<file path="src/rtl/axi_burst_traffic_gen.sv">
//==============================================================================
// Module      : axi_burst_traffic_gen
// Description : AXI4 INCR burst master issuing write, read or write-then-verify
//               traffic with an incrementing data pattern and read checking.
// Revision    : 1.0 - initial release
//==============================================================================
`timescale 1ns/1ps
`default_nettype none

module axi_burst_traffic_gen #(
    parameter int ADDR_W    = 32,
    parameter int DATA_W    = 32,
    parameter int ID_W      = 1,
    parameter int BURST_LEN = 16,
    parameter int CNT_W     = 8
) (
    input  logic                  i_sysclk,
    input  logic                  i_sysrst,
    input  logic                  i_start,
    input  logic [1:0]            i_mode,
    input  logic [CNT_W-1:0]      i_num_bursts,
    input  logic [ADDR_W-1:0]     i_base_addr,
    input  logic [DATA_W-1:0]     i_seed,
    output logic                  o_busy,
    output logic                  o_done,
    output logic                  o_resp_err,
    output logic [CNT_W-1:0]      o_err_count,
    output logic [ADDR_W-1:0]     o_first_err_addr,
    output logic [ID_W-1:0]       m_axi_awid,
    output logic [ADDR_W-1:0]     m_axi_awaddr,
    output logic [7:0]            m_axi_awlen,
    output logic [2:0]            m_axi_awsize,
    output logic [1:0]            m_axi_awburst,
    output logic                  m_axi_awlock,
    output logic [3:0]            m_axi_awcache,
    output logic [2:0]            m_axi_awprot,
    output logic [3:0]            m_axi_awqos,
    output logic                  m_axi_awvalid,
    input  logic                  m_axi_awready,
    output logic [DATA_W-1:0]     m_axi_wdata,
    output logic [DATA_W/8-1:0]   m_axi_wstrb,
    output logic                  m_axi_wlast,
    output logic                  m_axi_wvalid,
    input  logic                  m_axi_wready,
    input  logic [ID_W-1:0]       m_axi_bid,
    input  logic [1:0]            m_axi_bresp,
    input  logic                  m_axi_bvalid,
    output logic                  m_axi_bready,
    output logic [ID_W-1:0]       m_axi_arid,
    output logic [ADDR_W-1:0]     m_axi_araddr,
    output logic [7:0]            m_axi_arlen,
    output logic [2:0]            m_axi_arsize,
    output logic [1:0]            m_axi_arburst,
    output logic                  m_axi_arlock,
    output logic [3:0]            m_axi_arcache,
    output logic [2:0]            m_axi_arprot,
    output logic [3:0]            m_axi_arqos,
    output logic                  m_axi_arvalid,
    input  logic                  m_axi_arready,
    input  logic [ID_W-1:0]       m_axi_rid,
    input  logic [DATA_W-1:0]     m_axi_rdata,
    input  logic [1:0]            m_axi_rresp,
    input  logic                  m_axi_rlast,
    input  logic                  m_axi_rvalid,
    output logic                  m_axi_rready
);

    localparam int c_bytes       = DATA_W / 8;
    localparam int c_burst_bytes = BURST_LEN * c_bytes;
    localparam int c_size        = $clog2(c_bytes);
    localparam int c_beat_w      = (BURST_LEN > 1) ? $clog2(BURST_LEN) : 1;

    localparam logic [c_beat_w-1:0] c_last_beat  = c_beat_w'(BURST_LEN - 1);
    localparam logic [ADDR_W-1:0]   c_off_mask   = ADDR_W'(c_burst_bytes - 1);
    localparam logic [ADDR_W-1:0]   c_burst_step = ADDR_W'(c_burst_bytes);
    localparam logic [1:0]          c_mode_wr    = 2'd0;
    localparam logic [1:0]          c_mode_rd    = 2'd1;

    typedef enum logic [2:0] {
        S_IDLE = 3'd0,
        S_WA   = 3'd1,
        S_WD   = 3'd2,
        S_WB   = 3'd3,
        S_RA   = 3'd4,
        S_RD   = 3'd5,
        S_DONE = 3'd6
    } state_t;

    state_t              r_state;
    state_t              w_next;
    logic [1:0]          r_mode;
    logic [CNT_W-1:0]    r_num;
    logic [CNT_W-1:0]    r_burst_cnt;
    logic [ADDR_W-1:0]   r_base;
    logic [DATA_W-1:0]   r_seed;
    logic [ADDR_W-1:0]   r_burst_addr;
    logic [DATA_W-1:0]   r_pattern;
    logic [c_beat_w-1:0] r_beat;
    logic                r_busy;
    logic                r_done;
    logic                r_resp_err;
    logic [CNT_W-1:0]    r_err_count;
    logic [ADDR_W-1:0]   r_first_err_addr;
    logic                r_err_seen;

    logic w_start_ok;
    logic w_last_burst;
    logic w_beat_last;
    logic w_w_hs;
    logic w_b_hs;
    logic w_r_hs;
    logic w_unused;

    assign w_start_ok   = (r_state == S_IDLE) && i_start;
    assign w_last_burst = (r_burst_cnt == r_num - CNT_W'(1));
    assign w_beat_last  = (r_beat == c_last_beat);
    assign w_w_hs       = (r_state == S_WD) && m_axi_wready;
    assign w_b_hs       = (r_state == S_WB) && m_axi_bvalid;
    assign w_r_hs       = (r_state == S_RD) && m_axi_rvalid;
    assign w_unused     = ^{m_axi_bid, m_axi_rid};

    always_ff @(posedge i_sysclk) begin
        if (i_sysrst) begin
            r_state <= S_IDLE;
        end else begin
            r_state <= w_next;
        end
    end

    always_comb begin
        w_next = r_state;
        case (r_state)
            S_IDLE: begin
                if (i_start) begin
                    if (i_num_bursts == '0)
                        w_next = S_DONE;
                    else if (i_mode == c_mode_rd)
                        w_next = S_RA;
                    else
                        w_next = S_WA;
                end
            end
            S_WA: if (m_axi_awready) w_next = S_WD;
            S_WD: if (m_axi_wready && w_beat_last) w_next = S_WB;
            S_WB: begin
                if (m_axi_bvalid) begin
                    if (!w_last_burst)
                        w_next = S_WA;
                    else if (r_mode == c_mode_wr)
                        w_next = S_DONE;
                    else
                        w_next = S_RA;
                end
            end
            S_RA: if (m_axi_arready) w_next = S_RD;
            S_RD: begin
                if (m_axi_rvalid && m_axi_rlast)
                    w_next = w_last_burst ? S_DONE : S_RA;
            end
            S_DONE:  w_next = S_IDLE;
            default: w_next = S_IDLE;
        endcase
    end

    always_ff @(posedge i_sysclk) begin
        if (i_sysrst) begin
            r_mode           <= '0;
            r_num            <= '0;
            r_burst_cnt      <= '0;
            r_base           <= '0;
            r_seed           <= '0;
            r_burst_addr     <= '0;
            r_pattern        <= '0;
            r_beat           <= '0;
            r_busy           <= 1'b0;
            r_done           <= 1'b0;
            r_resp_err       <= 1'b0;
            r_err_count      <= '0;
            r_first_err_addr <= '0;
            r_err_seen       <= 1'b0;
        end else begin
            // Registered flags put o_done and the o_busy drop one cycle after DONE.
            r_done <= (r_state == S_DONE);
            if (r_state == S_DONE)
                r_busy <= 1'b0;

            if (w_start_ok) begin
                r_busy           <= 1'b1;
                r_mode           <= i_mode;
                r_num            <= i_num_bursts;
                r_base           <= i_base_addr & ~c_off_mask;
                r_seed           <= i_seed;
                r_burst_cnt      <= '0;
                r_burst_addr     <= i_base_addr & ~c_off_mask;
                r_pattern        <= i_seed;
                r_beat           <= '0;
                r_resp_err       <= 1'b0;
                r_err_count      <= '0;
                r_first_err_addr <= '0;
                r_err_seen       <= 1'b0;
            end

            if (w_w_hs) begin
                r_pattern <= r_pattern + DATA_W'(1);
                r_beat    <= w_beat_last ? '0 : r_beat + c_beat_w'(1);
            end

            if (w_b_hs) begin
                if (m_axi_bresp != 2'b00)
                    r_resp_err <= 1'b1;
                if (w_last_burst) begin
                    // Read phase replays the write sequence from the start.
                    r_burst_cnt  <= '0;
                    r_burst_addr <= r_base;
                    r_pattern    <= r_seed;
                end else begin
                    r_burst_cnt  <= r_burst_cnt + CNT_W'(1);
                    r_burst_addr <= r_burst_addr + c_burst_step;
                end
            end

            if (w_r_hs) begin
                if (m_axi_rdata != r_pattern) begin
                    if (r_err_count != {CNT_W{1'b1}})
                        r_err_count <= r_err_count + CNT_W'(1);
                    if (!r_err_seen) begin
                        r_err_seen       <= 1'b1;
                        r_first_err_addr <= r_burst_addr + (ADDR_W'(r_beat) << c_size);
                    end
                end
                if ((m_axi_rresp != 2'b00) || (m_axi_rlast != w_beat_last))
                    r_resp_err <= 1'b1;
                r_pattern <= r_pattern + DATA_W'(1);
                if (m_axi_rlast) begin
                    r_beat       <= '0;
                    r_burst_cnt  <= r_burst_cnt + CNT_W'(1);
                    r_burst_addr <= r_burst_addr + c_burst_step;
                end else begin
                    r_beat <= w_beat_last ? '0 : r_beat + c_beat_w'(1);
                end
            end
        end
    end

    assign o_busy           = r_busy;
    assign o_done           = r_done;
    assign o_resp_err       = r_resp_err;
    assign o_err_count      = r_err_count;
    assign o_first_err_addr = r_first_err_addr;

    assign m_axi_awid    = '0;
    assign m_axi_awaddr  = r_burst_addr;
    assign m_axi_awlen   = 8'(BURST_LEN - 1);
    assign m_axi_awsize  = 3'(c_size);
    assign m_axi_awburst = 2'b01;
    assign m_axi_awlock  = 1'b0;
    assign m_axi_awcache = 4'b0011;
    assign m_axi_awprot  = 3'b000;
    assign m_axi_awqos   = 4'b0000;
    assign m_axi_awvalid = (r_state == S_WA);

    assign m_axi_wdata   = r_pattern;
    assign m_axi_wstrb   = '1;
    assign m_axi_wlast   = w_beat_last;
    assign m_axi_wvalid  = (r_state == S_WD);
    assign m_axi_bready  = (r_state == S_WB);

    assign m_axi_arid    = '0;
    assign m_axi_araddr  = r_burst_addr;
    assign m_axi_arlen   = 8'(BURST_LEN - 1);
    assign m_axi_arsize  = 3'(c_size);
    assign m_axi_arburst = 2'b01;
    assign m_axi_arlock  = 1'b0;
    assign m_axi_arcache = 4'b0011;
    assign m_axi_arprot  = 3'b000;
    assign m_axi_arqos   = 4'b0000;
    assign m_axi_arvalid = (r_state == S_RA);
    assign m_axi_rready  = (r_state == S_RD);

endmodule

`default_nettype wire
</file>
<file path="config.mk">
export PLATFORM = sky130hd
export DESIGN_NAME = axi_burst_traffic_gen
export DESIGN_NICKNAME = d
export VERILOG_FILES = /design/src/rtl/axi_burst_traffic_gen.sv
export SDC_FILE = /design/constraint.sdc
export NUM_CORES = 1
export LEC_CHECK = 0
export CORE_AREA = 10 10 183 134
export DETAILED_ROUTE_END_ITERATION = 10
export DIE_AREA = 0 0 193 144
export DONT_BUFFER_PORTS = 1
export PLACE_DENSITY = 0.7
export SYNTH_ARGS = -nofsm -noshare
export SYNTH_HDL_FRONTEND = slang
export SYNTH_SLANG_ARGS = --single-unit
</file>
<file path="constraint.sdc">
create_clock -name i_sysclk -period 6.5 [get_ports i_sysclk]
set_input_delay 0.65 -clock i_sysclk [delete_from_list [all_inputs] [get_ports i_sysclk]]
set_output_delay 0.65 -clock i_sysclk [all_outputs]
set_load 0.03 [all_outputs]
</file>
==> summary.md, run 1 <==
| Metric | Value |
|---|---|
| Status | `finished clean` |
| # rows | `45` |
| Clock Skews | `0.0130 ns` |
| List of most frequent post-synthesis cells | `288 x nand2_1, 191 x dfxtp_1, 145 x a21oi_1` |
| Worst hold-check path type | `in2reg` |
| Post-synth top flop | `dfxtp_1` |
| Post-synthesis cell type count | `80` |
| DP Cell Count | `1,643` |
| CTS Hold Bufs | `0` |
| Post-synth ARST share | `0` |
| TritonCTS Buffers | `17` |
| Initial Utilization | `0.537` |
| Post-Synth Simple-Gate Area | `0.260` |
| Placer Congestion | `0.877` |
| Core Region | `21,100 um2` |
| Compound-cell area share of the yosys netlist | `0.196` |
| Die H | `144 um` |
| Total track usage | `0.244` |
| Max FO, Critical Path | `16` |
| Critical Path RT | `6.82 ns` |
| Minimum clock period | `3.40 ns` |
| Fmax achieved | `294 MHz` |
| Max VDD drop | `0.259 mV` |
| Main combinational cell family by area after synthesis | `simple AND/OR/NAND/NOR gates` |
| Antenna Cells | `0` |
| Final hold violation count | `0` |
| Seq/Total Area, Yosys | `0.337` |
| RSZ-0062 raised after global routing | `no` |
| DRT iter0 DRCs | `977` |
| Worst Hold Depth | `1` |
| Post-synthesis adder-cell area fraction | `0.0128` |
| Final Util | `0.544` |
| Power per Cell Area | `329 nW/um2` |
| Ys Warns | `0` |
| Cells after Synth | `1,492` |
| Final #Nets | `1,512` |
| Mux contribution to synthesized area | `0.00177` |
| Final Cycle Share | `0.523` |
| Synth top area share | `0.337` |
| Cell Count, Final, Fillers Out | `1,674` |
| CTS tree | `yes` |
| H-tree Lvls | `4` |
| Vias post-DR | `10,421` |
| Max cap viols | `0` |
| Slew margin rel. | `0.222` |
| Clock edge transition at the registers on the reported setup and hold paths | `0.07 ns` |
| Synth Area in XOR/XNOR | `0.0858` |
| Via/cell ratio | `6.23` |
| CP Launch Type | `flop` |
| Detailed Routing Iterations Pass 1 | `6` |
| I/O pin count | `322` |
| Dpl hpwl | `25.2 mm` |
| Number of global-route vias before repair | `9,520` |
| Largest net degree at the start of global routing | `149` |
| Slew Viols, Final | `0` |
| Clock Tree Root | `clkbuf_16` |
| DR DRC count | `0` |
| Fillers | `2,033` |
| Post-synthesis average cell area | `7.60 um2` |
| Path depth of the worst reg2reg path | `9` |
| Fraction of layout cells with a size suffix above 1 | `0.0474` |
| Critical Path AT | `3.73 ns` |
| Wire per inst | `21.5 um` |
| Synth area leader | `dfxtp_1` |
| Initial antenna violation count | `0` |
| Die area | `27,800 um2` |
| Post-CTS Resized | `0` |
| Area grow syn2layout | `1.30%` |
| CTS sink count | `191` |
| Static Leak | `4.20 nW` |
| Clock Tree Buf Depth | `2` |
| IO buf count | `0` |
| Dpl ws | `3.13 ns` |
| Setup TNS Final | `0 ns` |
| Post-synthesis register bit count | `191` |
| Routed wire length | `36.0 mm` |
| Number of synthesized flops with an enable pin | `0` |
| First-pass GRT wire length | `54.2 mm` |
| Top-count cell post-synth | `nand2_1` |
| Die width | `193 um` |
| Synth area leaders | `dfxtp_1 34%, nand2_1 9.5%, a21oi_1 6.4%, buf_4 5.9%, xor2_1 5.4%` |
| Post-route setup slack | `3.10 ns` |
| Critical setup path kind | `reg2reg` |
| Final setup vio count | `0` |
| Congestion Overflow GR | `0` |
| Worst Setup End Kind | `flop` |
| Worst Max-Slew Pin Slew | `1.15 ns` |
| Synthesized cell area | `11,300 um2` |
| Clk Latency, worst-skew pair | `0.44 ns` |
| Post-CTS setup buffer count | `0` |
| Post-detailed-route count of antenna-violating nets | `0` |
[critical path, cell delays in order, from the launching register on]
cell and delay [ns]:
dfxtp_1 0.37, inv_1 0.08, ha_1 0.21, or3b_1 0.40
or4_4 0.45, a211oi_4 0.35, o211a_1 0.46, buf_4 0.38
nand2_4 0.21, o311a_1 0.37
[layout make-up]
type	instances	area [um2]	share of cell area
Clock inverter	9	113	0.00981
Sequential cell	191	3820	0.333
Clock buffer	22	444	0.0387
Inverter	23	86.3	0.00752
Timing Repair Buffer	15	113	0.00981
Multi-Input combinational cell	1132	6550	0.570
Tap cell	282	353	0.0307
[cell usage in the layout (no fill, tap or decap), types with 9 or more instances in the layout]
cell | netlist | routed
nand2_1 | 288 | 288
dfxtp_1 | 191 | 191
a21oi_1 | 145 | 145
nand3_1 | 86 | 86
xor2_1 | 70 | 70
nor2_1 | 68 | 67
conb_1 | 2 | 56
xnor2_1 | 41 | 41
nand4_1 | 35 | 35
o211ai_1 | 25 | 25
o21ai_0 | 24 | 24
inv_1 | 23 | 23
nand2b_1 | 19 | 19
and3_1 | 18 | 18
nor3_1 | 18 | 18
a31oi_1 | 17 | 17
clkbuf_16 | 0 | 17
a211oi_1 | 16 | 16
buf_4 | 89 | 15
and2_1 | 14 | 14
nor4_1 | 14 | 14
o2bb2ai_1 | 10 | 10
ha_1 | 10 | 10
o221ai_1 | 9 | 9
[registers in the layout (all words and copies together), names as in the netlist]
register	count
r_burst_cnt	8
o_resp_err	1
r_seed	32
o_first_err_addr	32
r_mode	2
r_base	26
o_busy	1
m_axi_araddr	32
r_num	8
r_state	3
o_done	1
r_beat	4
o_err_count	8
m_axi_wdata	32
r_err_seen	1
[path summary, 6_finish.rpt]
kind / startpoint / to / slack (ns)
max reg2reg: r_num[0] / m_axi_wdata[26] / 3.10
min reg2reg: r_base[7] / r_base[7] / 0.45
min: i_sysrst / r_num[7] / 0.29
max: r_num[0] / m_axi_wdata[26] / 3.10
[logic make-up (layout without fill, tap and decap cells)]
kind of cell,after synthesis,in the layout
AOI/OAI and AO/OA,335,335
xor gates and xnor gates,111,111
adders and majority gates,11,11
buffers and inverters,223,69
DFF,191,191
muxes,2,2
other,2,56
and+or+nand+nor,617,617
[per-layer routing]
metal,track usage,routed length [um],up-vias
met2,0.354,15700,566
met1,0.340,15500,4958
li1,-,-,4867
met4,0.0650,467,0
met3,0.0794,4330,30
met5,0,0,-
[metrics by stage]
stage | total power [W] | hold WS (ns) | instance area, um2
final | 0.00378 | 0.286 | 11500
after global placement | 0.00273 | 0.436 | 10900
after CTS | 0.00378 | 0.281 | 11500
after global routing | 0.00398 | 0.271 | 11500
after floorplan | 0.00257 | 0.433 | 11500
after detailed placement | 0.00276 | 0.442 | 10900
[power by group]
group / switching [W] / leakage (nW) / total, W / internal (W)
Combinational: 0.000604 / 2.39 / 0.000930 / 0.000325
Clock: 0.000464 / 0.257 / 0.00103 / 0.000566
Sequential: 0.000490 / 1.56 / 0.00182 / 0.00133
(Power assumes the default switching activity.)
==> run 2: changes to the inputs <==
==> constraint.sdc (replaced) <==
create_clock -name i_sysclk -period 3.2 [get_ports i_sysclk]
set_input_delay 0.32 -clock i_sysclk [delete_from_list [all_inputs] [get_ports i_sysclk]]
set_output_delay 0.32 -clock i_sysclk [all_outputs]
set_load 0.03 [all_outputs]
==> run 2 against run 1 <==
  * Core utilization increased by 3.5 points
  * Combinational power increased to 3.1 times the previous value
  * Worst hold slack got worse by 0.27 ns
  * Critical path type unchanged
  * Largest cell class unchanged
  * Largest power group unchanged
  * Highest routed layer unchanged
==> summary.md, run 2 (synthesis results as in run 1) <==
| Metric | Value |
|---|---|
| Worst hold-check path type | `in2reg` |
| Largest net degree at the start of global routing | `113 (-24%)` |
| Clock edge transition at the registers on the reported setup and hold paths | `0.07 ns (about the same)` |
| TritonCTS Buffers | `17 (unchanged)` |
| Die H | `144 um (unchanged)` |
| Post-detailed-route count of antenna-violating nets | `0 (unchanged)` |
| Fillers | `1,978 (-2.7%)` |
| I/O pin count | `322 (unchanged)` |
| Final Cycle Share | `0.920 (+0.396)` |
| Max FO, Critical Path | `22 (+6)` |
| Via/cell ratio | `6.15 (-1.2%)` |
| Setup TNS Final | `0 ns (unchanged)` |
| Slew Viols, Final | `0 (unchanged)` |
| Critical Path AT | `3.28 ns (-0.45 ns)` |
| Core Region | `21,100 um2 (unchanged)` |
| Area grow syn2layout | `7.78%` |
| Max VDD drop | `0.371 mV (+43%)` |
| CTS tree | `yes` |
| Minimum clock period | `2.94 ns (-0.460 ns)` |
| FF-to-FF End | `m_axi_araddr[6]` |
| Initial Utilization | `0.537 (unchanged)` |
| RSZ-0062 raised after global routing | `no` |
| Max cap viols | `0 (unchanged)` |
| Number of global-route vias before repair | `10,055 (+5.6%)` |
| Total track usage | `0.260 (+0.0158)` |
| Congestion Overflow GR | `0 (unchanged)` |
| Die width | `193 um (unchanged)` |
| Dpl hpwl | `26.9 mm (+6.6%)` |
| Clk Latency, worst-skew pair | `0.44 ns (about the same)` |
| CP Launch Type | `flop` |
| DRT iter0 DRCs | `1,032 (+5.6%)` |
| Final instance area | `12,200 um2 (+6.4%)` |
| Static Leak | `4.68 nW (+11%)` |
| Hold EP | `r_mode[0]` |
| Post-CTS setup buffer count | `0 (unchanged)` |
| Worst Setup End Kind | `flop` |
| Fmax achieved | `340 MHz (+16%)` |
| # rows | `45 (unchanged)` |
| Worst Max-Slew Pin Slew | `0.800 ns (-0.350 ns)` |
| Clock Tree Buf Depth | `2 (unchanged)` |
| Final #Nets | `1,594 (+5.4%)` |
| Final Util | `0.579 (+0.0348)` |
| Min-delay src | `i_mode[0]` |
| Worst Hold Depth | `2 (+1)` |
| CTS sink count | `191 (unchanged)` |
| Hold slack final | `0.0185 ns (-0.267 ns)` |
| Reg2Reg Launch Point | `r_num[0]` |
| H-tree Lvls | `4 (unchanged)` |
| DR DRC count | `0 (unchanged)` |
| Routed wire length | `38.3 mm (+6.5%)` |
| Initial antenna violation count | `0 (unchanged)` |
| Critical setup path kind | `reg2reg` |
| Fraction of layout cells with a size suffix above 1 | `0.102 (+0.0550)` |
| Status | `finished clean` |
| Commonest non-fill, non-tap cell in the layout | `nand2_1` |
| Path depth of the worst reg2reg path | `9 (unchanged)` |
| Power per Cell Area | `663 nW/um2 (+100%)` |
| Vias post-DR | `10,816 (+3.8%)` |
| Detailed Routing Iterations Pass 1 | `8 (+2)` |
| Placer Congestion | `0.910 (+3.8%)` |
| Final setup vio count | `0 (unchanged)` |
| Placed inst area | `11,600 um2 (+6.0%)` |
| Slew margin rel. | `0.463 (+0.240)` |
| Wire per inst | `21.8 um (+1.4%)` |
| Critical Path RT | `3.53 ns (-3.29 ns)` |
| IO buf count | `0 (unchanged)` |
| Final hold violation count | `0 (unchanged)` |
| First-pass GRT wire length | `57.4 mm (+5.9%)` |
| Clock Skews | `0.0161 ns (+0.00317 ns)` |
| Die area | `27,800 um2 (unchanged)` |
| Reg2Reg Setup Slack | `0.26 ns (-2.84 ns)` |
| Most frequent cells in the layout | `288 x nand2_1, 191 x dfxtp_1, 145 x a21oi_1` |
| Clock Tree Root | `clkbuf_16` |
[run 2: metal layers]
layer | wire [um] | vias up | global-route usage | part of all wire
met5 | 0 | - | 0 | 0
met4 | 592 | 0 | 0.0610 | 0.015
met3 | 4400 | 50 | 0.0842 | 0.11
met2 | 16600 | 569 | 0.388 | 0.43
met1 | 16700 | 5151 | 0.356 | 0.44
li1 | - | 5046 | - | -
[run 2: layout make-up]
cell class	instances	area (um2)	area share
repair buffers	97	816	0.0668
clock inverters	12	138	0.0113
flip-flops and latches	191	3820	0.313
clock buffers	20	447	0.0366
diodes	1	2.50	0.000205
well taps	282	353	0.0289
inverters	23	86.3	0.00707
multi-input cells	1132	6550	0.536
[run 2: worst max path at each step]
stage               cells past startpoint          endpoint  slack [ns]      from
floorplan                              10   m_axi_wdata[23]        0.58  r_num[0]
global placement                        8  m_axi_araddr[31]        0.22  r_num[0]
detailed placement                      8  m_axi_araddr[30]        0.16  r_num[0]
CTS                                     8  m_axi_araddr[30]        0.14  r_num[0]
global route                            9   m_axi_araddr[6]        0.07  r_num[0]
finish                                  9   m_axi_araddr[6]        0.26  r_num[0]
[run 2: power by group]
group          internal (W)  switching [W]  total [W]
logic              0.000894        0.00198    0.00288
registers           0.00270       0.000357    0.00305
clock network       0.00118       0.000987    0.00217
total               0.00477        0.00332    0.00810
[run 2: timing repair]
item                       CTS  global route
hold buffers                 3             0
setup endpoints to repair    0             2
hold endpoints to repair   112             0
resized for setup            0             1
[run 2: through the flow]
step / power [W] / std cells / setup WS (ns)
after global routing: 0.00850 / 1757 / 0.0732
after global placement: 0.00583 / 1722 / 0.219
after detailed placement: 0.00590 / 1722 / 0.155
after floorplan: 0.00521 / 1546 / 0.582
final: 0.00810 / 1758 / 0.258
after CTS: 0.00808 / 1757 / 0.143
[run 2: worst max-delay path, stage by stage, from the launching register on]
cell      delay [ns]
dfxtp_1         0.36
inv_1           0.08
ha_1            0.21
or3b_1          0.41
or4_4           0.46
a211oi_4        0.35
o211a_1         0.35
buf_12          0.22
o211ai_1        0.11
a221oi_1        0.28
